===== src/rtl/mdu.sv =====
// Iterative multiply/divide unit owning HI/LO: shift-add multiply and restoring divide,
// one bit per cycle, then a sign-fixup cycle that commits the result.
module mdu (
  input  logic        clk,
  input  logic        rst,
  input  logic        start,
  input  logic [2:0]  op,
  input  logic [31:0] a,
  input  logic [31:0] b,
  output logic [31:0] hi,
  output logic [31:0] lo,
  output logic        busy,
  output logic        done
);

  // state | meaning
  // IDLE  | accepting start; MTHI/MTLO write directly
  // MUL   | one shift-add step per cycle
  // DIV   | one restoring step per cycle
  // FIX   | apply signs, commit HI/LO, pulse done
  localparam logic [1:0] S_IDLE = 2'd0;
  localparam logic [1:0] S_MUL  = 2'd1;
  localparam logic [1:0] S_DIV  = 2'd2;
  localparam logic [1:0] S_FIX  = 2'd3;

  logic [1:0]  state_q, state_d;
  logic [4:0]  cnt_q, cnt_d;
  logic [63:0] acc_q, acc_d;
  logic [31:0] opnd_q, opnd_d;
  logic [31:0] a_q, a_d;
  logic        neg_q, neg_d;
  logic        neg_rem_q, neg_rem_d;
  logic        is_div_q, is_div_d;
  logic        dz_q, dz_d;
  logic [31:0] hi_q, hi_d;
  logic [31:0] lo_q, lo_d;
  logic        done_q, done_d;

  logic        sgn, a_neg, b_neg;
  logic [31:0] a_mag, b_mag;
  logic [32:0] mul_sum;
  logic [63:0] mul_next;
  logic [32:0] div_shift, div_diff;
  logic [63:0] div_next;
  logic [63:0] prod_fix;
  logic [31:0] quo_fix, rem_fix;

  assign sgn   = ~op[0];
  assign a_neg = sgn & a[31];
  assign b_neg = sgn & b[31];
  assign a_mag = a_neg ? (32'd0 - a) : a;
  assign b_mag = b_neg ? (32'd0 - b) : b;

  // acc holds {partial product, remaining multiplier bits} during MUL
  assign mul_sum  = {1'b0, acc_q[63:32]} + {1'b0, (acc_q[0] ? opnd_q : 32'd0)};
  assign mul_next = {mul_sum, acc_q[31:1]};

  // acc holds {partial remainder, dividend bits becoming quotient bits} during DIV
  assign div_shift = {acc_q[63:32], acc_q[31]};
  assign div_diff  = div_shift - {1'b0, opnd_q};
  assign div_next  = div_diff[32] ? {div_shift[31:0], acc_q[30:0], 1'b0}
                                  : {div_diff[31:0], acc_q[30:0], 1'b1};

  assign prod_fix = neg_q ? (64'd0 - acc_q) : acc_q;
  assign quo_fix  = neg_q ? (32'd0 - acc_q[31:0]) : acc_q[31:0];
  assign rem_fix  = neg_rem_q ? (32'd0 - acc_q[63:32]) : acc_q[63:32];

  always_comb begin
    state_d   = state_q;
    cnt_d     = cnt_q;
    acc_d     = acc_q;
    opnd_d    = opnd_q;
    a_d       = a_q;
    neg_d     = neg_q;
    neg_rem_d = neg_rem_q;
    is_div_d  = is_div_q;
    dz_d      = dz_q;
    hi_d      = hi_q;
    lo_d      = lo_q;
    done_d    = 1'b0;
    case (state_q)
      S_IDLE: begin
        if (start) begin
          if (op == 3'b100) begin
            hi_d = a;
          end else if (op == 3'b101) begin
            lo_d = a;
          end else if (op[2] == 1'b0) begin
            a_d       = a;
            neg_d     = a_neg ^ b_neg;
            neg_rem_d = a_neg;
            is_div_d  = op[1];
            dz_d      = op[1] & (b == 32'd0);
            cnt_d     = 5'd0;
            if (op[1]) begin
              acc_d   = {32'd0, a_mag};
              opnd_d  = b_mag;
              state_d = S_DIV;
            end else begin
              acc_d   = {32'd0, b_mag};
              opnd_d  = a_mag;
              state_d = S_MUL;
            end
          end
        end
      end
      S_MUL: begin
        acc_d = mul_next;
        cnt_d = cnt_q + 5'd1;
        if (cnt_q == 5'd31) state_d = S_FIX;
      end
      S_DIV: begin
        acc_d = div_next;
        cnt_d = cnt_q + 5'd1;
        if (cnt_q == 5'd31) state_d = S_FIX;
      end
      default: begin
        if (!is_div_q) begin
          hi_d = prod_fix[63:32];
          lo_d = prod_fix[31:0];
        end else if (dz_q) begin
          hi_d = a_q;
          lo_d = 32'hFFFF_FFFF;
        end else begin
          hi_d = rem_fix;
          lo_d = quo_fix;
        end
        done_d  = 1'b1;
        state_d = S_IDLE;
      end
    endcase
  end

  always_ff @(posedge clk or posedge rst) begin
    if (rst) begin
      state_q   <= S_IDLE;
      cnt_q     <= 5'd0;
      acc_q     <= 64'd0;
      opnd_q    <= 32'd0;
      a_q       <= 32'd0;
      neg_q     <= 1'b0;
      neg_rem_q <= 1'b0;
      is_div_q  <= 1'b0;
      dz_q      <= 1'b0;
      hi_q      <= 32'd0;
      lo_q      <= 32'd0;
      done_q    <= 1'b0;
    end else begin
      state_q   <= state_d;
      cnt_q     <= cnt_d;
      acc_q     <= acc_d;
      opnd_q    <= opnd_d;
      a_q       <= a_d;
      neg_q     <= neg_d;
      neg_rem_q <= neg_rem_d;
      is_div_q  <= is_div_d;
      dz_q      <= dz_d;
      hi_q      <= hi_d;
      lo_q      <= lo_d;
      done_q    <= done_d;
    end
  end

  assign hi   = hi_q;
  assign lo   = lo_q;
  assign busy = (state_q != S_IDLE);
  assign done = done_q;

endmodule


===== config.mk =====
export PLATFORM = sky130hd
export DESIGN_NAME = mdu
export DESIGN_NICKNAME = d
export VERILOG_FILES = /design/src/rtl/mdu.sv
export SDC_FILE = /design/constraint.sdc
export NUM_CORES = 1
export LEC_CHECK = 0
export BUFFER_PORTS_ARGS = -buffer_cell sky130_fd_sc_hd__clkbuf_2
export CAP_MARGIN = 30
export CORE_MARGIN = 10
export CORE_UTILIZATION = 55
export DETAILED_ROUTE_END_ITERATION = 16
export GPL_ROUTABILITY_DRIVEN = 0
export GPL_TIMING_DRIVEN = 0
export PLACE_DENSITY = 0.74
export SLEW_MARGIN = 20
export SYNTH_ARGS = -nofsm -noshare
export SYNTH_HDL_FRONTEND = slang
export SYNTH_SLANG_ARGS = --single-unit

===== constraint.sdc =====
create_clock -name clk -period 13.2 [get_ports clk]
set_input_delay 2.64 -clock clk [delete_from_list [all_inputs] [get_ports clk]]
set_output_delay 2.64 -clock clk [all_outputs]
set_load 0.01 [all_outputs]

; ---- Word-level counts from Yosys, hierarchy flattened
; Cells that the tools add are included.
[op_classes]
eq_ne = 12
reduce_logical = 13
n_addsub = 8
bitwise_logic = 9
mux = 38
[ops]
columns = operator, n
row1 = two-way mux 32 bit, 16
row2 = two-way mux 64 bit, 6
row3 = one-hot mux 64 bit (3 select lines), 1
row4 = one-hot mux 32 bit (2 select lines), 2
row5 = subtractor 1 x 32 -> 32 bit (first input constant), 4
row6 = subtractor 1 x 64 -> 64 bit (first input constant), 1
row7 = adder 32 x 32 -> 33 bit, 1
row8 = subtractor 33 x 32 -> 33 bit, 1
row9 = zero test 32 bit, 1
row10 = two-way mux 5 bit, 4
row11 = AND reduction 5 bit, 4
row12 = two-way mux 2 bit, 6
row13 = inequality test 2 bit (second input constant), 6
row14 = one-hot mux 5 bit (2 select lines), 1
row15 = == test 3 bit (second input constant), 2
row16 = adder 5 x 1 -> 5 bit (second input constant), 1
row17 = == test 5 bit (second input constant), 1
row18 = NOT 1 bit, 5
row19 = one-hot mux 2 bit (2 select lines), 1
row20 = AND reduction 4 bit, 1
row21 = nonzero test 2 bit, 2
row22 = bitwise AND 1 bit, 3
row23 = AND reduction 3 bit, 1
row24 = nonzero test 3 bit, 1
row25 = other kinds (8), 8
[totals]
word_cells = 92
out_inout_bits = 66
ff_bits = 204
inputBits = 70

; ---- Longest topological paths before layout
; Gate-level depths: netlist of the first run.
[logic_depth]
depth_word = 9
ltp_mapped = 14

; ---- Worst setup path after synthesis of the first run
; No wires, ideal clock.
[synth_path]
path_kind = input to register
startpoint = in b[4]
endpoint = reg acc_q[30]
slack_ns = 8.118
arrival_time_ns = 4.956
t_required_ns = 13.074
n_path_buf = 0
path_stages = 9
setup_ns = 0.126
cell_sequence = or4_1 > or4_1 > nor4_4 > nand3_1 > nor2_1 > a21oi_1 > xnor2_1 > o21ai_0 > a221o_1
[synth_via]
elab_chain_len = 8
[synth_rtl]
columns = item, line_no
row1 = "start, declared", 9  ; input logic [31:0] b,
row2 = subtractor 1 x 32 -> 32 bit, 52  ; assign b_mag = b_neg ? (32'd0 - b) : b;
row3 = two-way mux 32 bit, 52
row4 = two-way mux 32 bit, 95  ; if (op[1]) begin
row5 = two-way mux 64 bit, 88  ; end else if (op[2] == 1'b0) begin
row6 = two-way mux 64 bit, 86  ; end else if (op == 3'b101) begin
row7 = two-way mux 64 bit, 84  ; if (op == 3'b100) begin
row8 = two-way mux 64 bit, 83  ; if (start) begin
row9 = one-hot mux 64 bit (3 select lines), 81  ; case (state_q)
row10 = "end signal, assigned", 138  ; acc_q <= 64'd0;
row11 = "end signal, assigned", 151  ; acc_q <= acc_d;
row12 = "end, declared", 28  ; logic [63:0] acc_q, acc_d;
; Every way passes these cells. The select of a mux whose other input is x is not followed.
; A chain may end at the register's enable or synchronous reset.

; ---- Final worst setup path of the first run
[layout_path]
startpoint = in a[2]
endpoint = reg opnd_q[31]
[layout_via]
elab_chain_len = 3
[layout_rtl]
columns = item, line_no
row1 = "start, declared", 8  ; input logic [31:0] a,
row2 = subtractor 1 x 32 -> 32 bit, 51  ; assign a_mag = a_neg ? (32'd0 - a) : a;
row3 = two-way mux 32 bit, 51
row4 = two-way mux 32 bit, 95
row5 = "end signal, assigned", 152  ; opnd_q <= opnd_d;
row6 = "end, declared", 29  ; logic [31:0] opnd_q, opnd_d;
; Every way passes these cells.

==> impl_metrics.py, run 1 <==
metrics = {
    "cells_and_area": {
        "syn_to_final_growth_pct": 11.8,
        "fillers": 2748,
        "drive_above_1_share_pct": 9.26,
        "layout_commonest_cell": "nand2_1",
        "layout_common_cells": "nand2_1 (282), o21ai_0 (234), dfrtp_1 (204)",
        "nets": 2483,
        "antenna_cells": 0,
        "stdcell_count": 2750,
        "design_area_sq_um": 18900,
    },
    "place": {
        "dp_cells": 2707,
        "postPlaceCellArea_sq_um": 18100,
        "port_buffers": 130,
        "dp_hpwl_microns": 53600,
        "pre_cts_slack_ns": 7.49,
    },
    "die": {
        "fp.dieArea_sq_um": 38200,
        "die_h_microns": 195,
        "die_w_microns": 195,
        "core-area_sq_um": 30400,
        "io_pins": 136,
        "row_count": 64,
        "start_util_pct": 55.6,
    },
    "setup_path": {
        "cp_max_fo": 8,
        "cp_data_arrival_time_ns": 5.68,
        "criticalPathCategory": "input pin to flop",
        "cp-end-kind": "flop",
        "worst_ep_required_time_ns": 13.65,
        "cp-start-kind": "input pin",
    },
    "synth": {
        "synth_seq_area_share_pct": 30.2,
        "ys_types": 80,
        "synth_top_area_share_pct": 30.2,
        "async_reset_ff_share_pct": 100,
        "synth.area.top_cells": "dfrtp_1 (30%), o21ai_0 (6.9%), nand2_1 (6.3%), ha_1 (5.5%), xnor2_1 (5.2%)",
        "synth_ff_type": "dfrtp_1",
        "postSynthCellCount": 2179,
        "syn-cell-area_sq_um": 16900,
        "ys_seq_elements": 204,
        "syn_area_per_cell_sq_um": 7.76,
        "yosysWarnings": 0,
        "synthesis.nets": 2325,
        "synth_edf_count": 0,
        "synth_area_leader_cell": "dfrtp_1",
    },
    "timing": {
        "clock_skew_ns": 0.0187,
        "setup_viol": 0,
        "final-hold-violation-count": 0,
        "holdWs_ns": 0.473,
        "slew_headroom_pct": 37.8,
        "report.final.slew_viol_count": 0,
        "fin_setup_tns_ns": 0,
        "period_needed_ns": 5.23,
        "timing.final.crit_share_pct": 39.6,
        "fin_ws_ns": 7.97,
        "rsz0062_at_grt": "false",
        "tightest_slew_ns": 0.933,
        "fmax_mhz": 191,
    },
    "clock_tree": {
        "cts_resized": 0,
        "insertion_delay_ns": 0.55,
        "cts_buffers": 24,
        "cts_max_path_buffers": 3,
        "cts_hold_buf": 0,
        "postCtsSetupBuffers": 0,
        "clkTransAtPathRegs_ns": 0.06,
        "cts_tree": "done",
        "cts-root-buf": "clkbuf_16",
        "clock_sinks": 204,
        "htreeDepth": 1,
    },
    "drt": {
        "via_per_inst": 6.88,
        "vias": 18909,
        "routedWlPerCell_microns": 25.3,
        "ant_nets": 0,
        "totalWireLength_microns": 69500,
        "drc": 0,
        "first_pass_iters": 9,
        "drt_iter0_markers": 2874,
    },
    "power": {
        "p_per_area_nw_per_um2": 290,
        "p_leak_nw": 8.29,
        "p_comb_share_pct": 66.1,
        "irDropWorstVdd_v": 0.000194,
        "p_int_mw": 2.55,
        "switching_share_pct": 53.5,
        "share_seq_of_total_power_pct": 21.7,
        "switchingPower_mw": 2.93,
        "pwr-share-clk_pct": 12.2,
    },
    "run_status": {
        "status": "finished, final reports clean",
    },
    "flow_run": {
        "maxCapViolCount": 0,
    },
    "global_route": {
        "grtUsageTotal_pct": 34.2,
        "grt_max_degree": 94,
        "grt_pass1_wl_microns": 104000,
        "antenna_found_initial": 1,
        "grt_pass1_vias": 18063,
        "grt_overflow": 0,
    },
    "worst_hold_path": {
        "hold_path.class": "flop to flop",
    },
}
## path summary, 6_finish.rpt
kind                       cells after the start                     end  slack [ns]            startpoint
setup / recovery                               9  opnd_q[31]$_DFFE_PP0P_        7.97                  a[2]
hold reg to reg                                2     a_q[29]$_DFFE_PP0P_        0.47   a_q[29]$_DFFE_PP0P_
min in group asynchronous                      2   opnd_q[9]$_DFFE_PP0P_        2.12                   rst
setup reg to reg                              12   acc_q[62]$_DFFE_PP0P_        8.77  acc_q[0]$_DFFE_PP0P_
hold / removal                                 2     a_q[29]$_DFFE_PP0P_        0.47   a_q[29]$_DFFE_PP0P_
max in group asynchronous                      3     a_q[24]$_DFFE_PP0P_       10.22                   rst
## power by group through the flow
stage | clock (mW) | combinational, mW | sequential [mW]
after CTS | 0.668 | 3.47 | 1.17
after detailed placement | 0 | 3.45 | 1.18
after global placement | 0 | 3.37 | 1.17
after floorplan | 0 | 2.38 | 1.13
after global routing | 0.693 | 3.86 | 1.21
final | 0.668 | 3.62 | 1.19
## cell type report
cell class / count / area, sq um / area share, %
sequential: 204 / 5100 / 27.0
tap: 396 / 495 / 2.62
clock buffer: 30 / 643 / 3.40
timing repair buffer: 132 / 706 / 3.73
clock inverter: 13 / 133 / 0.702
multi-input combinational: 1747 / 10900 / 57.9
buffer: 159 / 612 / 3.24
inverter: 69 / 267 / 1.41
## metrics by stage
step           util (%)  power [mW]
4_1_cts            62.1        5.31
2_1_floorplan         -        3.51
3_3_place_gp       59.3        4.54
6_report           62.1        5.48
3_5_place_dp       59.6        4.62
5_1_grt            62.1        5.77
## cells by family (layout without fill, tap and decap cells)
group / Yosys count / after routing / share of synthesized area (%)
AO/OA/AOI/OAI: 760 / 760 / 28.6
adder cells (fa/ha/maj): 76 / 76 / 5.71
XOR/XNOR: 156 / 156 / 8.08
AND/OR/NAND/NOR: 714 / 714 / 19.8
flip-flops: 204 / 204 / 30.2
buffers and inverters: 228 / 403 / 5.15
multiplexers: 41 / 41 / 2.46
## layer usage
metal / up-vias / global-route usage (%) / wire length [microns]
li1: 8258 / - / -
met1: 8927 / 43.0 / 25900
met2: 1389 / 52.3 / 30100
met3: 333 / 8.91 / 8710
met4: 2 / 19.6 / 4710
met5: - / 0 / 31
## critical path, cell delays in order
cell,delay [ns]
clkbuf_1,0.28
nor4_1,0.69
and3_1,0.35
nand2_1,0.16
or4_1,0.49
nor4_1,0.38
o21ai_0,0.26
or2_2,0.35
o221ai_1,0.07
## cells in the mapped netlist, types with 16 or more instances
cell        n
a21o_1     45
a21oi_1   174
a22o_1     16
a22oi_1    36
a31oi_1    22
and3_1     17
clkbuf_1  140
dfrtp_1   204
ha_1       74
inv_1      68
mux2i_1    36
nand2_1   282
nand2b_1   26
nand3_1    36
nor2_1    181
nor3_1     29
nor4_1     18
o211ai_1   24
o21ai_0   234
o221ai_1   26
o22ai_1    33
o31ai_1    24
or2_2      17
or3_1      20
or4_1      19
xnor2_1   100
xor2_1     56
## flip-flops by register name (all words and copies together), names as in the netlist
signal	flops
dz_q	1
lo	32
is_div_q	1
cnt_q	5
hi	32
done	1
neg_q	1
opnd_q	32
state_q	2
acc_q	64
neg_rem_q	1
a_q	32
(Power assumes the default switching activity.)
==> run 2: changes to the inputs <==
==> constraint.sdc (replaced) <==
create_clock -name clk -period 5.1 [get_ports clk]
set_input_delay 1.02 -clock clk [delete_from_list [all_inputs] [get_ports clk]]
set_output_delay 1.02 -clock clk [all_outputs]
set_load 0.01 [all_outputs]
==> run 2 against run 1 <==
Sequential cell count unchanged. Combinational power rose to 2.6 times the previous value. Worst hold slack better by 0.00074 ns. Power rose to 2.6 times the previous value. Sequential power rose to 2.6 times the previous value. Cell count up 0.15%. Critical path depth up 3. Clock skew down 0.0041 ns. Die area unchanged. Clock-buffer cell count up 1. Worst setup slack worse by 7.3 ns. Critical path type is now flop to flop. Critical endpoint is now acc_q[62]$_DFFE_PP0P_.
==> impl_metrics.py, run 2 (same netlist as run 1, synthesis figures left out) <==
metrics = {
    "setup_path": {
        "criticalPathCategory": "flop to flop",
        "reg2reg_depth": 12,
        "reg2reg_from": "acc_q[0]$_DFFE_PP0P_",
        "crit_slowest_cell": "clkbuf_1",
        "worstPathBufferInverterCount": 2,
        "cp-start-kind": "flop",
        "cp_max_fo": 10,
        "reg2reg_setup_slack_ns": 0.66,
        "max_stage_delay_ns": 0.67,
        "cp_data_arrival_time_ns": 4.83,
        "path_cells": "inv_1 -> clkbuf_1 -> nor2_1 -> ha_1 -> nand4_1 -> a211oi_1 -> o21a_1 -> nand3_1 -> a21boi_0 -> o21ai_0 -> xor2_1 -> o221ai_1",
        "worst_ep_required_time_ns": 5.49,
        "r2r-end": "acc_q[62]$_DFFE_PP0P_",
        "critPathTopFamily": "compound AO/OA/AOI/OAI gates",
        "cp-end-kind": "flop",
    },
    "cells_and_area": {
        "drive_above_1_share_pct": 9.50,
        "syn_to_final_growth_pct": 12.3,
        "layout_commonest_cell": "nand2_1",
        "seqCellArea_sq_um": 5100,
        "antenna_cells": 0,
        "max_flop_register": "acc_q",
        "layout_common_cells": "nand2_1 (282), o21ai_0 (234), dfrtp_1 (204)",
        "multi_input_area_sq_um": 10900,
        "stdcell_count": 2754,
        "fillers": 2731,
        "largest_register_ffs": 64,
        "nets": 2487,
    },
    "timing": {
        "report.final.slew_viol_count": 0,
        "period_needed_ns": 4.44,
        "rsz0062_at_grt": "false",
        "clock_skew_ns": 0.0147,
        "fin_setup_tns_ns": 0,
        "timing.final.crit_share_pct": 87.0,
        "slew_headroom_pct": 37.5,
        "setup_viol": 0,
        "final-hold-violation-count": 0,
        "tightest_slew_ns": 0.938,
        "holdWs_ns": 0.474,
        "fmax_mhz": 225,
    },
    "power": {
        "share_seq_of_total_power_pct": 21.6,
        "p_per_area_nw_per_um2": 750,
        "p_int_mw": 6.61,
        "irDropWorstVdd_v": 0.000486,
        "switching_share_pct": 53.6,
        "p_leak_nw": 8.31,
        "p_comb_share_pct": 66.0,
        "pwr-share-clk_pct": 12.4,
        "switchingPower_mw": 7.63,
    },
    "clock_tree": {
        "cts-root-buf": "clkbuf_16",
        "clkTransAtPathRegs_ns": 0.06,
        "cts_tree": "done",
        "cts_resized": 0,
        "insertion_delay_ns": 0.55,
        "cts_max_path_buffers": 3,
        "cts_hold_buf": 0,
        "htreeDepth": 1,
        "postCtsSetupBuffers": 0,
        "cts_buffers": 24,
        "clock_sinks": 204,
    },
    "die": {
        "die_h_microns": 195,
        "io_pins": 136,
        "core-area_sq_um": 30400,
        "fp.dieArea_sq_um": 38200,
        "start_util_pct": 55.6,
        "row_count": 64,
        "die_w_microns": 195,
    },
    "run_status": {
        "status": "finished, final reports clean",
    },
    "global_route": {
        "antenna_found_initial": 0,
        "grt_pass1_wl_microns": 105000,
        "grt_pass1_vias": 18154,
        "grtUsageTotal_pct": 34.6,
        "grt_overflow": 0,
        "grt_max_degree": 34,
    },
    "drt": {
        "via_per_inst": 6.89,
        "routedWlPerCell_microns": 25.3,
        "drt_iter0_markers": 3020,
        "drc": 0,
        "ant_nets": 0,
        "first_pass_iters": 7,
        "totalWireLength_microns": 69600,
        "vias": 18983,
    },
    "worst_hold_path": {
        "hold_path.class": "flop to flop",
        "min_to": "lo[0]$_DFFE_PP0P_",
        "min_from": "lo[0]$_DFFE_PP0P_",
        "hold_depth": 1,
    },
    "place": {
        "port_buffers": 130,
        "dp_hpwl_microns": 53800,
        "dp_cells": 2711,
    },
    "flow_run": {
        "maxCapViolCount": 0,
    },
}
-- run 2: cell count changes in the layout (fill, tap and decap cells not counted) --
cell	previous run	this run
buf_12	0	6
clkinv_2	8	2
clkinvlp_4	1	5
clkbuf_8	2	5
inv_6	0	3
buf_16	2	0
clkbuf_1	144	142
bufinv_16	2	1
inv_8	1	0
-- run 2: worst reg2reg max path, cell delays in order, from the launching register on --
cell	delay [ns]
dfrtp_1	0.52
inv_1	0.34
clkbuf_1	0.68
nor2_1	0.10
ha_1	0.42
nand4_1	0.15
a211oi_1	0.48
o21a_1	0.34
nand3_1	0.17
a21boi_0	0.49
o21ai_0	0.26
xor2_1	0.20
o221ai_1	0.13
-- run 2: layout make-up --
cell class	instances	share of cell area, %
multi-input combinational	1747	57.6
sequential	204	26.9
timing repair buffer	136	4.06
clock buffer	31	3.57
buffer	159	3.22
tap	396	2.61
inverter	69	1.38
clock inverter	12	0.639
-- run 2: routing by layer --
metal / global-route usage [%] / part of all wire (%) / wire length, microns / vias to the layer above
met4: 18.8 / 6.7 / 4670 / 0
met5: 0 / 0 / 0 / -
met2: 52.6 / 43 / 29900 / 1465
met1: 43.8 / 37 / 25900 / 8926
met3: 9.20 / 13 / 9120 / 350
li1: - / - / - / 8242
-- run 2: power by group through the flow --
stage,sequential [mW],clock (mW),combinational (mW)
after floorplan,2.94,0,6.16
after global placement,3.02,0,8.72
after detailed placement,3.04,0,8.94
after CTS,3.02,1.76,9.01
after global routing,3.13,1.82,10.1
final,3.07,1.77,9.40
-- run 2: how the worst max path moves through the flow --
| stage | cells past startpoint | from | end | slack (ns) |
|---|---|---|---|---|
| final | 12 | acc_q[0]$_DFFE_PP0P_ | acc_q[62]$_DFFE_PP0P_ | 0.66 |
| after global routing | 12 | acc_q[0]$_DFFE_PP0P_ | acc_q[62]$_DFFE_PP0P_ | 0.63 |
| after CTS | 13 | acc_q[0]$_DFFE_PP0P_ | acc_q[62]$_DFFE_PP0P_ | 0.91 |
| after detailed placement | 13 | acc_q[0]$_DFFE_PP0P_ | acc_q[62]$_DFFE_PP0P_ | 0.98 |
| after global placement | 2 | rst | hi[30]$_DFFE_PP0P_ | 0.07 |
| after floorplan | 1 | rst | a_q[0]$_DFFE_PP0P_ | 1.44 |
-- run 2: stage by stage --
step                instance area [sq um]  total power [mW]  util, %  setup WS [ns]
finish                              19000              14.2     62.4          0.664
global placement                    18100              11.7     59.4         0.0653
detailed placement                  18200              12.0     59.8          0.980
global route                        19000              15.0     62.4          0.633
CTS                                 19000              13.8     62.4          0.914
floorplan                           16900              9.10        -           1.44
